==> src/rtl/if_id_queue_pkg.sv <==
// if_id_queue_pkg: shared constants and sizing helpers for the IF/ID queue.
//   DEFAULT_NOP_INSTR : instruction shown to decode when the queue holds nothing
//   ptr_w(depth)      : ring pointer width, log2(depth), at least 1
//   cnt_w(depth)      : occupancy counter width, able to hold 0..depth
package if_id_queue_pkg;

   localparam logic [31:0] DEFAULT_NOP_INSTR = 32'h0000_0000;

   function automatic int unsigned ptr_w(input int unsigned depth);
      return (depth > 1) ? $clog2(depth) : 1;
   endfunction

   function automatic int unsigned cnt_w(input int unsigned depth);
      return $clog2(depth + 1);
   endfunction

endpackage

==> src/rtl/if_id_queue_mem.sv <==
// if_id_queue_mem: DEPTH x WIDTH register array for the IF/ID queue.
// One synchronous write port, one asynchronous (combinational) read port.
// Contents are not reset; occupancy tracking in the parent decides validity.
//   clk   : rising-edge clock
//   we    : write enable
//   waddr : write slot
//   wdata : write data
//   raddr : read slot
//   rdata : read data (combinational)
module if_id_queue_mem import if_id_queue_pkg::*; #(
   parameter int unsigned DEPTH = 4,
   parameter int unsigned WIDTH = 64,
   localparam int unsigned AW   = ptr_w(DEPTH)
) (
   input  logic             clk,
   input  logic             we,
   input  logic [AW-1:0]    waddr,
   input  logic [WIDTH-1:0] wdata,
   input  logic [AW-1:0]    raddr,
   output logic [WIDTH-1:0] rdata
);

   logic [WIDTH-1:0] mem [DEPTH];

   always_ff @(posedge clk) begin
      if (we) begin
         mem[waddr] <= wdata;
      end
   end

   assign rdata = mem[raddr];

endmodule

==> src/rtl/if_id_queue.sv <==
// if_id_queue: DEPTH-entry circular queue of (instruction, NPC) pairs between
// fetch and decode. Show-ahead head outputs, decode stall via pop, whole-queue
// kill on redirect, NOP presentation when empty, sticky protocol error flag.
// Optional feature macro: IFQ_BYPASS_EN (empty-queue same-cycle pass-through).
//   clk, reset          : clock, synchronous active-high reset
//   push, Instruction_F,
//   NPC_F               : fetch offer
//   pop                 : decode consumes head (low = stall)
//   kill                : flush all entries
//   Instruction_D, NPC_D,
//   valid_D             : head presented to decode
//   count, full, empty  : occupancy status
//   err                 : sticky overflow/underflow error
module if_id_queue import if_id_queue_pkg::*; #(
   parameter int unsigned       DATA_W    = 32,
   parameter int unsigned       PC_W      = 32,
   parameter int unsigned       DEPTH     = 4,
   parameter logic [DATA_W-1:0] NOP_INSTR = DATA_W'(DEFAULT_NOP_INSTR),
   localparam int unsigned      PTR_W     = ptr_w(DEPTH),
   localparam int unsigned      CNT_W     = cnt_w(DEPTH)
) (
   input  logic              clk,
   input  logic              reset,
   input  logic              push,
   input  logic [DATA_W-1:0] Instruction_F,
   input  logic [PC_W-1:0]   NPC_F,
   input  logic              pop,
   input  logic              kill,
   output logic [DATA_W-1:0] Instruction_D,
   output logic [PC_W-1:0]   NPC_D,
   output logic              valid_D,
   output logic [CNT_W-1:0]  count,
   output logic              full,
   output logic              empty,
   output logic              err
);

   logic [PTR_W-1:0] wp_q, wp_d, rp_q, rp_d;
   logic [CNT_W-1:0] count_q, count_d;
   logic             err_q;
   logic             pass_through;
   logic             push_acc, pop_acc, err_set;
   logic [DATA_W+PC_W-1:0] head;

   assign full  = (count_q == CNT_W'(DEPTH));
   assign empty = (count_q == '0);
   assign count = count_q;
   assign err   = err_q;

`ifdef IFQ_BYPASS_EN
   // Empty queue with push and pop together: the entry goes straight to decode.
   assign pass_through = empty && push && pop && !kill;
`else
   assign pass_through = 1'b0;
`endif

   // push_acc means "written into storage"; a pass-through entry never is.
   assign push_acc = push && (!full || pop) && !kill && !pass_through;
   assign pop_acc  = pop && !empty && !kill;
   // A pass-through pop consumes a real instruction, so it is not an underflow.
   assign err_set  = (push && full && !pop && !kill) ||
                     (pop && empty && !kill && !pass_through);

   always_comb begin
      wp_d    = push_acc ? wp_q + PTR_W'(1) : wp_q;
      rp_d    = pop_acc  ? rp_q + PTR_W'(1) : rp_q;
      count_d = count_q;
      if (push_acc && !pop_acc) begin
         count_d = count_q + CNT_W'(1);
      end else if (!push_acc && pop_acc) begin
         count_d = count_q - CNT_W'(1);
      end
   end

   always_ff @(posedge clk) begin
      if (reset) begin
         wp_q    <= '0;
         rp_q    <= '0;
         count_q <= '0;
         err_q   <= 1'b0;
      end else begin
         if (kill) begin
            wp_q    <= '0;
            rp_q    <= '0;
            count_q <= '0;
         end else begin
            wp_q    <= wp_d;
            rp_q    <= rp_d;
            count_q <= count_d;
         end
         if (err_set) begin
            err_q <= 1'b1;
         end
      end
   end

   if_id_queue_mem #(
      .DEPTH (DEPTH),
      .WIDTH (DATA_W + PC_W)
   ) u_mem (
      .clk   (clk),
      .we    (push_acc),
      .waddr (wp_q),
      .wdata ({Instruction_F, NPC_F}),
      .raddr (rp_q),
      .rdata (head)
   );

   always_comb begin
      Instruction_D = NOP_INSTR;
      NPC_D         = '0;
      valid_D       = 1'b0;
      if (!empty) begin
         Instruction_D = head[DATA_W+PC_W-1:PC_W];
         NPC_D         = head[PC_W-1:0];
         valid_D       = 1'b1;
      end
`ifdef IFQ_BYPASS_EN
      else if (push && !kill) begin
         Instruction_D = Instruction_F;
         NPC_D         = NPC_F;
         valid_D       = 1'b1;
      end
`endif
   end

endmodule

==> config.mk <==
export PLATFORM = sky130hd
export DESIGN_NAME = if_id_queue
export DESIGN_NICKNAME = d
export VERILOG_FILES = /design/src/rtl/if_id_queue_pkg.sv /design/src/rtl/if_id_queue_mem.sv /design/src/rtl/if_id_queue.sv
export SDC_FILE = /design/constraint.sdc
export NUM_CORES = 1
export LEC_CHECK = 0
export ABC_AREA = 1
export ABC_CLOCK_PERIOD_IN_PS = 12000
export CAP_MARGIN = 10
export CORE_ASPECT_RATIO = 1.25
export CORE_MARGIN = 4
export CORE_UTILIZATION = 60
export CTS_CLUSTER_DIAMETER = 30
export CTS_CLUSTER_SIZE = 12
export DETAILED_ROUTE_END_ITERATION = 10
export PLACE_DENSITY = 0.89
export SLEW_MARGIN = 10
export SYNTH_ARGS = -nofsm -noshare
export SYNTH_HDL_FRONTEND = slang
export SYNTH_HIERARCHICAL = 1
export SYNTH_SLANG_ARGS = --single-unit
==> constraint.sdc <==
create_clock -name clk -period 12 [get_ports clk]
set_input_delay 1.8 -clock clk [delete_from_list [all_inputs] [get_ports clk]]
set_output_delay 1.8 -clock clk [all_outputs]
set_load 0.1 [all_outputs]
Yosys cells after proc, flatten, opt, wreduce, memory -nomap -nowiden. Memory sizes are Yosys's and may differ from the RTL's. A register that Yosys moved wholly into a read port is not among the register bits. Cells that the tools add are included.

$add $sub $neg: 4. Equal/unequal tests: 1. Muxes and demuxes: 9. Reductions and logical operators: 22.

Operators by type and width (count): 32-bit two-way mux (2); 1-bit logical AND (11); 1-bit zero test (6); 3-bit two-way mux (2); 2-bit by 1-bit adder with 2-bit output, second input constant (2); 2-bit two-way mux (2); 3-bit by 1-bit adder with 3-bit output, second input constant (1); 3-bit == test, second input constant (1); 3-bit zero test (1); 1-bit two-way mux (3); 3-bit by 1-bit subtractor with 3-bit output, second input constant (1); 1-bit logical OR (2); 2-bit nonzero test (1); 2-bit OR reduction (1).

Bits in registers: 8. Memory bits (writable): 256. Input bits: 69. Output and inout bits: 71. Word-level logic and storage cells: 41. Memories: 1.

Memories: u_mem.mem (words 4, bits a word 64, read ports 1, clocked after Yosys merged registers in 1, wr ports 1, RTL line if_id_queue_mem.sv:23) `logic [WIDTH-1:0] mem [DEPTH];`.

Depth between registers and ports, before layout. Gate-level depths: netlist (run 1).

Word-level depth: 9. Mapped depth: 12. Gate-level depth less buffers: 12.

Modules after synthesis. The synthesis (run 1) kept the hierarchy.

Modules (own cells, without submodules): if_id_queue_mem (instances 1, cells each 1010, area each 10761.6 um2, seq. area each 7687.4 um2); if_id_queue (instances 1, cells each 204, area each 1032.2 um2, seq. area each 160.2 um2).

Least setup slack after synthesis (run 1). No wires, ideal clock.

Kind: input to register. From: input port push. To: memory u_mem.mem[1][0] (enable). Setup time: 565 ps. Arrival time: 6546 ps. Data required time: 11435 ps. Slack: 4888 ps. Cell stages on the path: 6. Path buffers: 0. Path through: inv_1 nor2_1 nand2_1 inv_1 inv_1 nor3_1.

Cells in the longest elaborated chain, start to end: 4.

Ends and longest elaborated chain: start, declared (RTL line if_id_queue.sv:24) `input logic push,`; 1-bit logical AND (2 in a row) (RTL line if_id_queue.sv:58) `assign push_acc = push && (!full || pop) && !kill && !pass_through;`; named net push_acc (RTL line if_id_queue.sv:42) `logic push_acc, pop_acc, err_set;`; 1-bit two-way mux (RTL line if_id_queue_mem.sv:26) `if (we) begin`; 1-bit two-way mux (not written as such) (RTL line if_id_queue_mem.sv:27) `mem[waddr] <= wdata;`; end, declared (RTL line if_id_queue_mem.sv:23).

The timed path passes the listed nets, and every way through them passes these cells.

==> summary.md, run 1 <==
| Metric | Value |
|---|---|
| CP required | 10.20 ns |
| Max-Cap Viols | 0 |
| HPWL Detailed | approximately 15 mm |
| CTS tree | built |
| Max Transition Viols Final | 0 |
| Crit path max-delay family | buffers and inverters |
| Detailed-route via count | between 8,000 and 9,000 |
| Num CTS Buffers | 35 |
| Hold buffers post-CTS | 0 |
| Resized Gates After CTS | 0 |
| Antenna diodes | 0 |
| Drt pass-1 iters | 6 |
| Setup CP Type | flop to primary output |
| Synthesized area | 11,800 sq um |
| Buffers inserted by post-CTS timing repair | 0 |
| Share of layout cells above drive strength 1 | between 6 and 7% |
| Seq/Total Area, Yosys | 66.5% |
| Port Buffers | 139 |
| Die Wd | 133 um |
| Via density | 5.06 |
| All-layer global routing usage | 23.6% |
| H-tree Lvls | 2 |
| Count of antenna-violating nets left after detailed routing | 0 |
| Largest net degree at the start of global routing | 79 |
| Rows | 57 |
| Critical Path AT | between 3 and 4 ns |
| Syn avg cell area | 9.71 sq um |
| Final worst path period need | 5.69 ns |
| Flops & latches, synth | 264 |
| Wire per inst | between 15 and 20 um |
| Cell repeated most along the worst path | nand2_1 |
| Initial Util | around 61% |
| CP Depth | 8 |
| Leak Pwr | between 6 and 7 nW |
| Total power | 0.00227 W |
| Syn Inst Count | roughly 1,200 |
| Cell variety after synth | 23 |
| Die H | 165 um |
| Vias in the first global route | 8,433 |
| Clock skew after layout | about 0.0092 ns |
| Core region area | 19,400 sq um |
| Setup violators final | 0 |
| Number of placed cells counting well taps | 1,579 |
| CP cell instances | inv_4 > buf_4 > nand2_1 > nand3_1 > nand2_1 > inv_1 > nor2_1 > clkdlybuf4s50_1 |
| RSZ-0062 raised after global routing | false |
| Outcome | complete, no violations |
| CP startpoint | rp_q[0] |
| Crit path buffers/inverters | 4 |
| Detailed Route Iter0 Violations | 713 |
| Fmax | 176 MHz |
| Max clock buf depth | 3 |
| CP max stage cell | clkdlybuf4s50_1 |
| CP Launch Type | flop |
| Die Area | ~22,000 sq um |
| Setup TNS | 0 ns |
| Maximum VDD drop | 108 uV |
| First-pass GRT wire length | a little over 40 mm |
| Post-Syn Nets | approximately 1,300 |
| Critical Path Max Stage Delay | between 1 and 1.5 ns |
| Post-Route WL | between 20 and 30 mm |
| CTS Sinks | about 260 |
| Clock transition at path regs | 0.06 ns |
| Drc violations | 0 |
| Post-synth ARST share | 0% |
| FF-to-FF Start | count[0] |
| Nature of the critical path endpoint | primary output |
| Hold Vio Cnt, Final | 0 |
| Post-synth EDFFs | 256 |
| Worst Tran Pin Value | 1.12 ns |
| Final std cells w/o fill | 1,641 |
| Yosys warns | 6 |
| PwrDens | 158 nW/um^2 |
| Worst reg-to-reg setup slack | 8.92 ns |
| Grt ovf | 0 |
| Crit Path Max Fanout | 70 |
| Hold path depth | 2 |
| Clk root buf | clkbuf_16 |
| Final Wtd Congestion | between 0.7 and 0.8 |
| Slew headroom | about a quarter |
| Antenna violations before repair | 2 |
| Worst Hold Class | flop to flop |
| Worst hold start | err |
| Tcrit/Tclk final | 47.4% |
| Register-to-Register Path Depth | 7 |
| Worst-Skew Late Latency | 0.50 ns |
| Area delta synth->final | 22.2% |
| # IOs | 140 |
| Nets | 1,422 |
| Synth Flop Type | edfxtp_1 |
per-stage QoR:
step	area (sq um)	worst slack [ns]	util (%)	hold slack (ns)
after detailed placement	13300	6.92	68.6	0.474
final	14400	6.31	74.3	0.479
after CTS	14400	6.33	74.3	0.488
after floorplan	11800	4.89	-	0.490
after global routing	14400	6.15	74.3	0.525
after global placement	13300	6.92	68.6	0.460
layout make-up:
class / instances / area (sq um)
inverter: 339 / 1270
multi-input combinational: 563 / 2390
clock buffer: 41 / 908
sequential: 264 / 7850
timing repair buffer: 148 / 1460
tap: 265 / 332
fill: 1185 / 4990
clock inverter: 21 / 193
power breakdown:
part	total [W]	switching (W)	leakage [nW]	internal (W)
logic	0.000271	0.000204	3.62	0.0000667
clock network	0.000968	0.000377	0.529	0.000591
registers	0.00103	0.00000562	2.39	0.00103
total	0.00227	0.000586	6.54	0.00168
cell families (layout without fill, tap and decap cells):
| group | count (synthesis) | count (layout) | share of synthesized area (%) |
|---|---|---|---|
| flops | 264 | 264 | 66.5 |
| compound gates | 5 | 5 | 0.212 |
| xor+xnor | 1 | 1 | 0.0743 |
| buf+inv | 387 | 549 | 13.4 |
| simple gates | 555 | 555 | 19.5 |
| fa+ha+maj | 2 | 2 | 0.276 |
worst min-delay path, cell delays in order, from the launching register on:
cell and delay (ns):
dfxtp_1 0.31, inv_1 0.04, o21ai_0 0.07
state kept, by name, summed over array words and instances, names as in the netlist:
register and cells:
rp_q 2, count 3, wp_q 2, err 1
u_mem/mem 256
synth_stat cells, types with 2 or more instances:
cell	number	area (sq um)
nor3_1	5	25.0
buf_6	6	67.6
nand3_1	134	671
nor2_1	63	236
dfxtp_1	8	160
buf_4	14	105
nand2_1	339	1270
nor2_2	10	62.6
buf_2	22	110
buf_1	2	7.51
a21oi_1	4	20.0
inv_1	336	1260
inv_2	3	11.3
edfxtp_1	256	7690
clkbuf_1	4	15.0
layout by cell type (no fill, tap or decap), drive strengths merged:
cell type | synthesis | final
edfxtp | 256 | 256
nor3 | 5 | 5
dfxtp | 8 | 8
clkinv | 0 | 9
clkinvlp | 0 | 5
clkdlybuf4s50 | 0 | 139
clkbuf | 4 | 41
nor2 | 74 | 74
o21ai | 1 | 1
buf | 44 | 9
nand3 | 134 | 134
a21oi | 4 | 4
bufinv | 0 | 2
or2 | 1 | 1
nand4 | 1 | 1
fa | 1 | 1
inv | 339 | 344
nand2 | 340 | 340
xor2 | 1 | 1
ha | 1 | 1
routing by layer:
layer  global-route usage, %  wire, um  vias up
met5                       0        27        -
met4                    11.6      1030        4
met1                    26.2      9420     3879
met3                    4.69      1750       83
li1                        -         -     3965
met2                    43.2     13800      376
path summary, 6_finish.rpt:
path / end
hold / removal: err
setup / recovery: NPC_D[30]
hold reg to reg: err
setup reg to reg: u_mem/mem[2][33]
Note: power is estimated with default switching activity, not from simulation.
==> run 2, diff against run 1 <==
--- a/config.mk
+++ b/config.mk
@@ -6,15 +6,15 @@
 export NUM_CORES = 1
 export LEC_CHECK = 0
 export ABC_AREA = 1
-export ABC_CLOCK_PERIOD_IN_PS = 12000
+export ABC_CLOCK_PERIOD_IN_PS = 5100
 export CAP_MARGIN = 10
 export CORE_ASPECT_RATIO = 1.25
 export CORE_MARGIN = 4
-export CORE_UTILIZATION = 60
+export CORE_UTILIZATION = 51
 export CTS_CLUSTER_DIAMETER = 30
 export CTS_CLUSTER_SIZE = 12
 export DETAILED_ROUTE_END_ITERATION = 10
-export PLACE_DENSITY = 0.89
+export PLACE_DENSITY = 0.81
 export SLEW_MARGIN = 10
 export SYNTH_ARGS = -nofsm -noshare
 export SYNTH_HDL_FRONTEND = slang
==> constraint.sdc (replaced) <==
create_clock -name clk -period 5.1 [get_ports clk]
set_input_delay 0.765 -clock clk [delete_from_list [all_inputs] [get_ports clk]]
set_output_delay 0.765 -clock clk [all_outputs]
set_load 0.1 [all_outputs]
==> summary.md, run 2 (synthesis gave the netlist of run 1 again) <==
| Metric | Value |
|---|---|
| Setup CP Type | flop to primary output (unchanged) |
| Fmax | 272 MHz |
| Grt ovf | 0 (unchanged) |
| Top reg by flops | u_mem/mem (unchanged) |
| Gate power share | 10.7% (was 11.9%) |
| Worst Hold Class | flop to flop (unchanged) |
| Maximum VDD drop | 224 uV (was 108 uV) |
| HPWL Detailed | 14.1 mm (was 14.7 mm) |
| Final Wtd Congestion | 0.773 (was 0.786) |
| Critical Path Max Stage Delay | 0.78 ns (was 1.18 ns) |
| Vias in the first global route | 7,823 (was 8,433) |
| H-tree Lvls | 2 (unchanged) |
| CP required | 4.34 ns (was 10.20 ns) |
| Met3 WL | 1.52 mm (was 1.75 mm) |
| All-layer global routing usage | 18.7% (was 23.6%) |
| Via density | 4.76 (was 5.06) |
| Flop pwr share | 42.1% (was 45.5%) |
| P_sw | 0.00138 W (was 0.000586 W) |
| Worst-Skew Late Latency | 0.50 ns (about the same) |
| CTS Sinks | 264 (unchanged) |
| Fillers | 1,592 (was 1,185) |
| Initial Util | 52.4% (was 60.8%) |
| Number of placed cells counting well taps | 1,602 (was 1,579) |
| Crit path max-delay family | buffers and inverters (unchanged) |
| Die Area | 25,600 sq um (was 22,000 sq um) |
| P_int | 0.00439 W (was 0.00168 W) |
| Clock Power Share | 47.2% (was 42.6%) |
| Commonest non-fill, non-tap cell in the layout | nand2_1 (unchanged) |
| Max-Cap Viols | 0 (unchanged) |
| Share of layout cells above drive strength 1 | 11.5% (was 6.32%) |
| RSZ-0062 raised after global routing | false (unchanged) |
| Clock skew after layout | 0.0205 ns (was 0.00922 ns) |
| Hold buffers post-CTS | 0 (unchanged) |
| Die Wd | 144 um (was 133 um) |
| Worst Tran Pin Value | 1.08 ns (was 1.12 ns) |
| Clock transition at path regs | 0.05 ns (was 0.06 ns) |
| Post-Route WL | 24.1 mm (was 26.0 mm) |
| Crit Path Max Fanout | 60 (was 70) |
| Top sig layer | met5 (unchanged) |
| CP Launch Type | flop (unchanged) |
| Port Buffers | 139 (unchanged) |
| CTS tree | built (unchanged) |
| Rows | 61 (was 57) |
| Clk root buf | clkbuf_16 (unchanged) |
| Count of antenna-violating nets left after detailed routing | 0 (unchanged) |
| Detailed Route Iter0 Violations | 538 (was 713) |
| Nets | 1,428 (was 1,422) |
| Die H | 178 um (was 165 um) |
| Resized Gates After CTS | 0 (unchanged) |
| Detailed-route via count | 7,947 (was 8,307) |
| Leak Pwr | 6.80 nW (was 6.54 nW) |
| Final worst path period need | 3.67 ns |
| Met2 wire length | 12.9 mm (was 13.8 mm) |
| Num CTS Buffers | 36 (was 35) |
| Nature of the critical path endpoint | primary output (unchanged) |
| Leading cell types in the layout, fill and taps excluded | nand2_1 (339), inv_1 (336), edfxtp_1 (256), nand3_1 (134), buf_4 (78) (was nand2_1 (339), inv_1 (336), edfxtp_1 (256), clkdlybuf4s50_1 (139), nand3_1 (134)) |
| Area delta synth->final | 23.5% (was 22.2%) |
| Max reg flops | 256 (unchanged) |
| Tcrit/Tclk final | between 70% and 80% |
| Final std cells w/o fill | 1,669 (was 1,641) |
| Drt pass-1 iters | 7 (was 6) |
| Largest net degree at the start of global routing | 73 (was 79) |
| Hold Vio Cnt, Final | 0 (unchanged) |
| Outcome | complete, no violations (unchanged) |
| Switching share of power | 23.9% (was 25.8%) |
| Wire per inst | 14.5 um (was 15.9 um) |
| First-pass GRT wire length | 37.6 mm (was 40.8 mm) |
| PwrDens | 396 nW/um^2 (was 158 nW/um^2) |
| Critical Path AT | 2.90 ns (was 3.89 ns) |
| Dpl cell area | 13,200 sq um (was 13,300 sq um) |
| Design area | 14,600 sq um (was 14,400 sq um) |
| Crit path buffers/inverters | 4 (unchanged) |
| CP cell instances | inv_4 > buf_4 > nand2_1 > nand3_1 > nand2_1 > inv_1 > nor2_1 > buf_4 (was inv_4 > buf_4 > nand2_1 > nand3_1 > nand2_1 > inv_1 > nor2_1 > clkdlybuf4s50_1) |
| Drc violations | 0 (unchanged) |
| Core region area | 22,500 sq um (was 19,400 sq um) |
| Slew headroom | 28.0% (was 25.1%) |
| M1 WL | 9.01 mm (was 9.42 mm) |
| Max clock buf depth | 3 (unchanged) |
| CP max stage cell | dfxtp_4 (was clkdlybuf4s50_1) |
| Max Transition Viols Final | 0 (unchanged) |
| # IOs | 140 (unchanged) |
| Buffers inserted by post-CTS timing repair | 0 (unchanged) |
| Antenna violations before repair | 4 (was 2) |
| Setup violators final | 0 (unchanged) |
| Util after Layout | 64.7% (was 74.3%) |
## run 2: cell types whose count changed in the layout (fill, tap and decap cells not counted), sizes merged
cell and change:
clkbuf +1, clkinvlp -2, buf +69, clkdlybuf4s50 -64, bufinv +7, inv -3, diode +2
## run 2: per-layer routing
metal	vias to the layer above	GRT usage [%]
li1	3987	-
met1	3663	20.9
met2	230	34.2
met3	61	3.94
met4	6	7.69
met5	-	0
## run 2: area by class of cell
class	count	area (sq um)	area share [%]
Inverter	339	1270	8.76
Antenna cell	2	5.00	0.0344
Timing Repair Buffer	153	1340	9.18
Clock inverter	23	385	2.65
Tap cell	283	354	2.43
Sequential cell	264	7850	53.9
Multi-Input combinational cell	563	2390	16.4
Clock buffer	42	966	6.63
## run 2: path summary, 6_finish.rpt
check,from,to,slack (ns),cells past startpoint
worst min register to register,err,err,0.48,2
worst min-delay path,err,err,0.48,2
worst max register to register,count[0],u_mem/mem[1][51],2.86,7
worst max-delay path,rp_q[0],Instruction_D[26],1.43,8
## run 2: worst register-to-register path: cells and delay by family (launching register included)
family        cells  cell delay (ns)
flops             1             0.48
simple gates      4             0.48
buf+inv           3             0.85
## run 2: stage by stage
step | hold slack (ns) | power, W | worst slack [ns] | setup TNS (ns)
global route | 0.504 | 0.00597 | 1.23 | 0
floorplan | 0.490 | 0.00293 | -1.36 | -347.82
CTS | 0.486 | 0.00581 | 1.39 | 0
global placement | 0.459 | 0.00309 | 2.03 | 0
finish | 0.478 | 0.00577 | 1.43 | 0
detailed placement | 0.477 | 0.00309 | 1.98 | 0
## run 2: power groups by stage
stage | Sequential, W | Combinational, W | Clock [W]
after floorplan | 0.00249 | 0.000440 | 0
after global placement | 0.00247 | 0.000614 | 0
after detailed placement | 0.00247 | 0.000621 | 0
after CTS | 0.00243 | 0.000624 | 0.00276
after global routing | 0.00243 | 0.000653 | 0.00288
final | 0.00243 | 0.000618 | 0.00272
